==> src/rtl/clint_timer.sv <==
// clint_timer: memory-mapped 64-bit machine timer with prescaler, compare register and level interrupt.
module clint_timer #(
  parameter int                    ADDR_WIDTH = 32,
  parameter int                    DATA_WIDTH = 32,
  parameter logic [ADDR_WIDTH-1:0] BASE_ADDR  = 32'h0200_0000
) (
  input  logic                  clk_i,
  input  logic                  rst_i,
  input  logic                  ce_i,
  input  logic                  we_i,
  input  logic [ADDR_WIDTH-1:0] addr_i,
  input  logic [DATA_WIDTH-1:0] wdata_i,
  output logic [DATA_WIDTH-1:0] rdata_o,
  output logic                  hit_o,
  output logic                  irq_o
);
  logic [63:0] mtime, mtimecmp;
  logic [7:0]  presc, presc_cnt;
  logic        en, irq, tick, wr;
  logic        wr_time_lo, wr_time_hi, wr_cmp_lo, wr_cmp_hi, wr_ctrl;
  logic [2:0]  off;
  logic        unused_addr;
  assign unused_addr = ^addr_i[1:0];
  assign hit_o      = ce_i && addr_i[ADDR_WIDTH-1:5] == BASE_ADDR[ADDR_WIDTH-1:5];
  assign off        = addr_i[4:2];
  assign wr         = hit_o && we_i;
  assign wr_time_lo = wr && off == 3'd0;
  assign wr_time_hi = wr && off == 3'd1;
  assign wr_cmp_lo  = wr && off == 3'd2;
  assign wr_cmp_hi  = wr && off == 3'd3;
  assign wr_ctrl    = wr && off == 3'd4;
  assign tick       = en && presc_cnt == presc;
  assign irq_o      = irq;
  // A ctrl write still ticks with the old settings; an mtime write suppresses the tick.
  always_ff @(posedge clk_i or negedge rst_i) begin
    if (!rst_i) begin
      mtime     <= '0;
      mtimecmp  <= '1;
      en        <= 1'b1;
      presc     <= '0;
      presc_cnt <= '0;
      irq       <= 1'b0;
    end else begin
      if (wr_time_lo) mtime <= {mtime[63:32], wdata_i};
      else if (wr_time_hi) mtime <= {wdata_i, mtime[31:0]};
      else if (tick) mtime <= mtime + 64'd1;
      presc_cnt <= (wr_time_lo || wr_time_hi || wr_ctrl || tick) ? 8'd0 :
                   en ? presc_cnt + 8'd1 : presc_cnt;
      if (wr_cmp_lo) mtimecmp[31:0] <= wdata_i;
      if (wr_cmp_hi) mtimecmp[63:32] <= wdata_i;
      if (wr_ctrl) begin
        en    <= wdata_i[0];
        presc <= wdata_i[15:8];
      end
      irq <= mtime >= mtimecmp;
    end
  end
  always_comb begin
    rdata_o = !hit_o      ? '0 :
              off == 3'd0 ? mtime[31:0] :
              off == 3'd1 ? mtime[63:32] :
              off == 3'd2 ? mtimecmp[31:0] :
              off == 3'd3 ? mtimecmp[63:32] :
              off == 3'd4 ? {16'd0, presc, 7'd0, en} :
              off == 3'd5 ? {31'd0, irq} : '0;
  end
endmodule

==> config.mk <==
export PLATFORM = sky130hd
export DESIGN_NAME = clint_timer
export DESIGN_NICKNAME = d
export VERILOG_FILES = /design/src/rtl/clint_timer.sv
export SDC_FILE = /design/constraint.sdc
export NUM_CORES = 1
export LEC_CHECK = 0
export BUFFER_PORTS_ARGS = -buffer_cell sky130_fd_sc_hd__buf_4
export CELL_PAD_IN_SITES_DETAIL_PLACEMENT = 0
export CELL_PAD_IN_SITES_GLOBAL_PLACEMENT = 2
export CORE_MARGIN = 2
export CORE_UTILIZATION = 25
export DETAILED_ROUTE_END_ITERATION = 7
export PLACE_DENSITY_LB_ADDON = 0.05
export REMOVE_ABC_BUFFERS = 1
export SYNTH_ARGS = -nofsm -noshare
export SYNTH_HDL_FRONTEND = slang
export SYNTH_SLANG_ARGS = --single-unit
==> constraint.sdc <==
create_clock -name clk_i -period 2.3 [get_ports clk_i]
set_input_delay 0.23 -clock clk_i [delete_from_list [all_inputs] [get_ports clk_i]]
set_output_delay 0.23 -clock clk_i [all_outputs]
set_load 0.01 [all_outputs]
# Yosys cells after proc, flatten, opt, wreduce, memory -nomap -nowiden
# Index checks and enable logic that the tools add are counted.
classes:
  addsub: 2
  n_lt_le_gt_ge: 1
  n_eq_ne: 8
  n_mux: 12
  n_bitwise: 1
  n_reduce_logical: 17
ops:
  columns: ["op", "n"]
  rows:
  - ["2-to-1 mux 32 bit", 6]
  - ["2-to-1 mux 64 bit", 2]
  - ["adder 64 x 1 -> 64 bit, second input constant", 1]
  - [">= comparator 64 bit", 1]
  - ["equality test 27 x 21 -> 1 bit, second input constant", 1]
  - ["2-to-1 mux 16 bit", 1]
  - ["2-to-1 mux 8 bit", 2]
  - ["adder 8 x 1 -> 8 bit, second input constant", 1]
  - ["equality test 8 bit", 1]
  - ["logical AND 1 bit", 8]
  - ["equality test 3 x 2 -> 1 bit, second input constant", 2]
  - ["equality test 3 bit, second input constant", 2]
  - ["nonzero test 2 bit", 3]
  - ["AND reduction 2 bit", 2]
  - ["equality test 3 x 1 -> 1 bit, second input constant", 1]
  - ["logical NOT 3 bit", 1]
  - ["logical OR 1 bit", 3]
  - ["inequality test 2 bit, second input constant", 1]
  - ["2-to-1 mux 1 bit", 1]
  - ["inverter 1 bit", 1]
word_totals:
  regBits: 146
  input_bits: 68
  output_inout_bits: 34
  wordCells: 49

# Depth between registers and ports, before layout
depth:
  ltp_word: 8
  depth_mapped: 9
  depth_no_buf: 8

# Least setup slack after synthesis
# Ideal clock, no wire load.
synth_timing:
  kind: "reg2reg"
  startpoint: "register en"
  endpoint: "register mtime[42]"
  arrival_ns: 2.124
  setup_slack_ns: 0.039
  stages_incl_launch_ff: 8
  n_path_buf: 3
  synth_period_minus_slack_ns: 2.261
  path_cell_list: "dfstp_2 clkbuf_1 nand2_1 or3_1 o21ai_0 clkbuf_1 clkbuf_1 a21oi_1"
synth_via:
  elab_chain_len: 3
synth_rtl:
  columns: ["item", "line_no", "text"]
  rows:
  - ["start: declaration", "19", "logic en, irq, tick, wr;"]
  - ["start signal: assignment", "52", "en <= wdata_i[0];"]
  - ["logical AND 1 bit", "32", "assign tick = en && presc_cnt == presc;"]
  - ["nonzero test 2 bit (no source line)", null, null]
  - ["AND reduction 2 bit (no source line)", null, null]
  - ["end signal: assignment", "44", "if (wr_time_lo) mtime <= {mtime[63:32], wdata_i};"]
  - ["end signal: assignment", "45", "else if (wr_time_hi) mtime <= {wdata_i, mtime[31:0]};"]
  - ["end signal: assignment", "46", "else if (tick) mtime <= mtime + 64'd1;"]
  - ["end: declaration", "17", "logic [63:0] mtime, mtimecmp;"]
# No other way between the ends.
# A chain may end at the register's enable or synchronous reset.

# Worst setup path in the final report
layout_timing:
  startpoint: "register mtimecmp[1]"
  endpoint: "register irq (netlist: irq_o)"
layout_via:
  elab_chain_len: 1
layout_rtl:
  columns: ["item", "line_no", "text"]
  rows:
  - ["start: declaration", "17", null]
  - ["start signal: assignment", "49", "if (wr_cmp_lo) mtimecmp[31:0] <= wdata_i;"]
  - [">= comparator 64 bit", "55", "irq <= mtime >= mtimecmp;"]
  - ["end signal: assignment", "55", null]
  - ["end: declaration", "19", null]
# No other way between the ends.

==> results.ini <==
[run_status]
status = complete, no violations

[synth]
async_reset_ff_share_pct = 100
yosys.area.top_type_share_pct = 19.8
synth.avg_cell_area_sq_um = 9.10
synth_enable_flop_cells = 0
ys_seq_elements = 146
synth-main-ff-cell = dfrtp_1
synth-seq-area-share_pct = 36.4
yosys.area.top_type = dfrtp_1
ys_warn_count = 0
netlist_area_sq_mm = 0.0103
synth_common_cells = nor2_1 (117), a21oi_1 (112), inv_1 (84), dfrtp_1 (81), mux2_2 (71)
syn-instance-count = 1127
synthTopCellsByArea = dfrtp_1 (20%), dfstp_2 (17%), ha_1 (8.1%), mux2_2 (7.8%), a21oi_1 (5.5%)
synth.most_common_cell = nor2_1
yosysUniqueCellTypes = 71

[final_layout]
nNetsFinal = 1528
diodes = 0
nFillCells = 4275
syn_to_final_growth_pct = 37.1
drive_above_1_share_pct = 39.4

[global_routing]
grt_pass1_wl_microns = 65800
grt_pass1_vias = 9912
antenna_found_initial = 3
gr-total-overflow = 0
grt_use_total_pct = 21.3
grt_max_degree = 47

[clock_tree]
ctsHtreeMaxLevel = 4
clockBufferDepth = 2
numClockSinks = 146
clk_pin_slew_ns = 0.07
cts_root_buf = clkbuf_16
cts_tree = yes
cts_buffers = 17
clock_latency_ns = 0.46

[critical_path]
crit_path_end = irq_o$_DFF_PN0_
crit_required_ns = 2.69
crit_slowest_cell = or4_4
crit_path_start = mtimecmp[1]$_DFFE_PN1P_
critical-path-max-stage-delay_ns = 0.56
critPathCaptureType = register
reg2reg_slack_ns = 0.1
timing.rr.start = mtimecmp[1]$_DFFE_PN1P_
rr_worst_depth = 8
startpoint_type = register
critical_path_class = register to register
arrival_ns = 2.59
r2r_end = irq_o$_DFF_PN0_
path_cells = inv_1 -> ha_1 -> a2111oi_4 -> or4_4 -> a311oi_2 -> buf_4 -> o211ai_1 -> nand3_1
worst-path-max-fanout = 2

[floorplanning]
ios = 102
die_w_microns = 206
fp.coreArea_sq_mm = 0.0406
start_util_pct = 25.2
rows = 74
dieArea_sq_mm = 0.0426
die_h_microns = 206

[sta]
min_period_over_period_pct = 95.8
slew_viol_final = 0
setup_viol = 0
tns_ns = 0
fin_crit_ns = 2.20
hold_violations = 0
rsz0062_at_grt = no
fmax_mhz = 454
relSlewSlack_pct = 63.4
fin_worst_skew_ns = 0.0157
tightest_slew_ns = 0.549

[detailed_routing]
dr.max_layer_used = met4
wl_met2_microns = 20800
avgRoutedWirePerCell_microns = 22.7
first_pass_iters = 5
met1_length_microns = 21400
antenna_left = 0
dr_wl_met3_microns = 1440
wl_microns = 44000
dr.first_iter.drc_count = 533
drc = 0
vias = 9764
via_per_inst = 5.04

[power]
p_leak_nw = 5.95
power_mw = 6.16
vdd_drop_max_mv = 0.464
p_per_area_mw_per_mm2 = 439

[place]
dp.final_hpwl_microns = 33300
globalplace.congestion = 0.820
io_buffers = 99

[run]
timing.max_cap.violations = 0

[min_path]
min_path_type = primary input to register

## layer usage
| layer | global-route usage (%) | up-vias |
|---|---|---|
| met5 | 0 | - |
| met4 | 3.98 | 0 |
| met1 | 29.7 | 4886 |
| li1 | - | 4689 |
| met3 | 3.01 | 21 |
| met2 | 35.0 | 168 |
## layout make-up
cell class | instances | area, sq um | share of cell area (%)
sequential | 146 | 3750 | 26.7
inverter | 85 | 319 | 2.27
multi-input combinational | 840 | 6190 | 44.1
tap | 532 | 666 | 4.74
clock buffer | 23 | 498 | 3.54
timing repair buffer | 304 | 2470 | 17.6
clock inverter | 9 | 150 | 1.07
## state kept, by name, indices dropped and copies added (netlist names)
signal / flops
presc: 8
presc_cnt: 8
en: 1
irq_o: 1
mtimecmp: 64
mtime: 64
## how the worst min path moves through the flow
| stage | slack, ns | from | endpoint | depth (start not counted) |
|---|---|---|---|---|
| final | 0.03 | wdata_i[31] | mtime[63]$_DFFE_PN0P_ | 3 |
| after global routing | 0.04 | wdata_i[7] | mtimecmp[7]$_DFFE_PN1P_ | 2 |
| after CTS | 0.004 | wdata_i[31] | mtime[63]$_DFFE_PN0P_ | 3 |
| after detailed placement | 0.24 | rst_i | mtime[23]$_DFFE_PN0P_ | 1 |
| after global placement | 0.24 | rst_i | mtime[21]$_DFFE_PN0P_ | 1 |
| after floorplan | -0.07 | rst_i | irq_o$_DFF_PN0_ | 0 |
## report_power, final
group | switching, mW | total (mW) | internal, mW
Combinational | 0.228 | 0.371 | 0.144
Clock | 1.26 | 3.22 | 1.96
Sequential | 0.0000000907 | 2.57 | 2.57
## critical path: cells and delay by family (launching register included)
family / cells / cell delay [ns]
AOI/OAI and AO/OA: 3 / 0.43
DFF: 1 / 0.53
buffers and inverters: 2 / 0.21
and+or+nand+nor: 2 / 0.66
adders and majority gates: 1 / 0.31
## layout by cell type, fill, tap and decap left out, types with 10 or more instances in the layout
cell and instances:
a21oi_1 111, a22oi_1 10, a311oi_1 14, and3_1 17
buf_12 14, buf_4 286, clkbuf_16 17, dfrtp_1 65
dfrtp_2 16, dfstp_2 65, ha_1 66, inv_1 84
mux2_2 71, mux2i_1 20, mux4_2 15, nand2_1 58
nand3_1 39, nand4_1 30, nor2_1 112, nor3_1 21
nor4_1 14, o21ai_0 66, o22ai_1 18, xnor2_1 16
## through the flow
stage	worst slack [ns]	std cells	cell area, sq um	utilization, %	hold WS, ns
floorplan	-1.60	1071	10000	-	-0.0656
global placement	-0.258	1891	13100	32.1	0.242
detailed placement	-0.193	1891	13100	32.1	0.236
CTS	-0.0277	1929	13800	34.0	0.00375
global route	0.00425	1939	14100	34.6	0.0389
finish	0.0963	1939	14100	34.6	0.0296
## cells by family (layout without fill, tap and decap cells)
logic type	count (synthesis)	after routing	share of synthesized area, %
flops	146	146	36.4
buf+inv	141	421	5.36
compound gates	286	286	16.7
simple gates	357	357	18.2
fa+ha+maj	66	66	8.06
xor+xnor	24	24	2.05
mux	107	107	13.2
## timing repair
action                                  CTS  global route
pin swaps                                 1            12
resized for setup                        10            47
hold buffers                              2             0
endpoints found under the setup margin   10            39
endpoints found under the hold margin    20             0
buffers inserted                          4            10
Power figures use the tool's default switching activity.
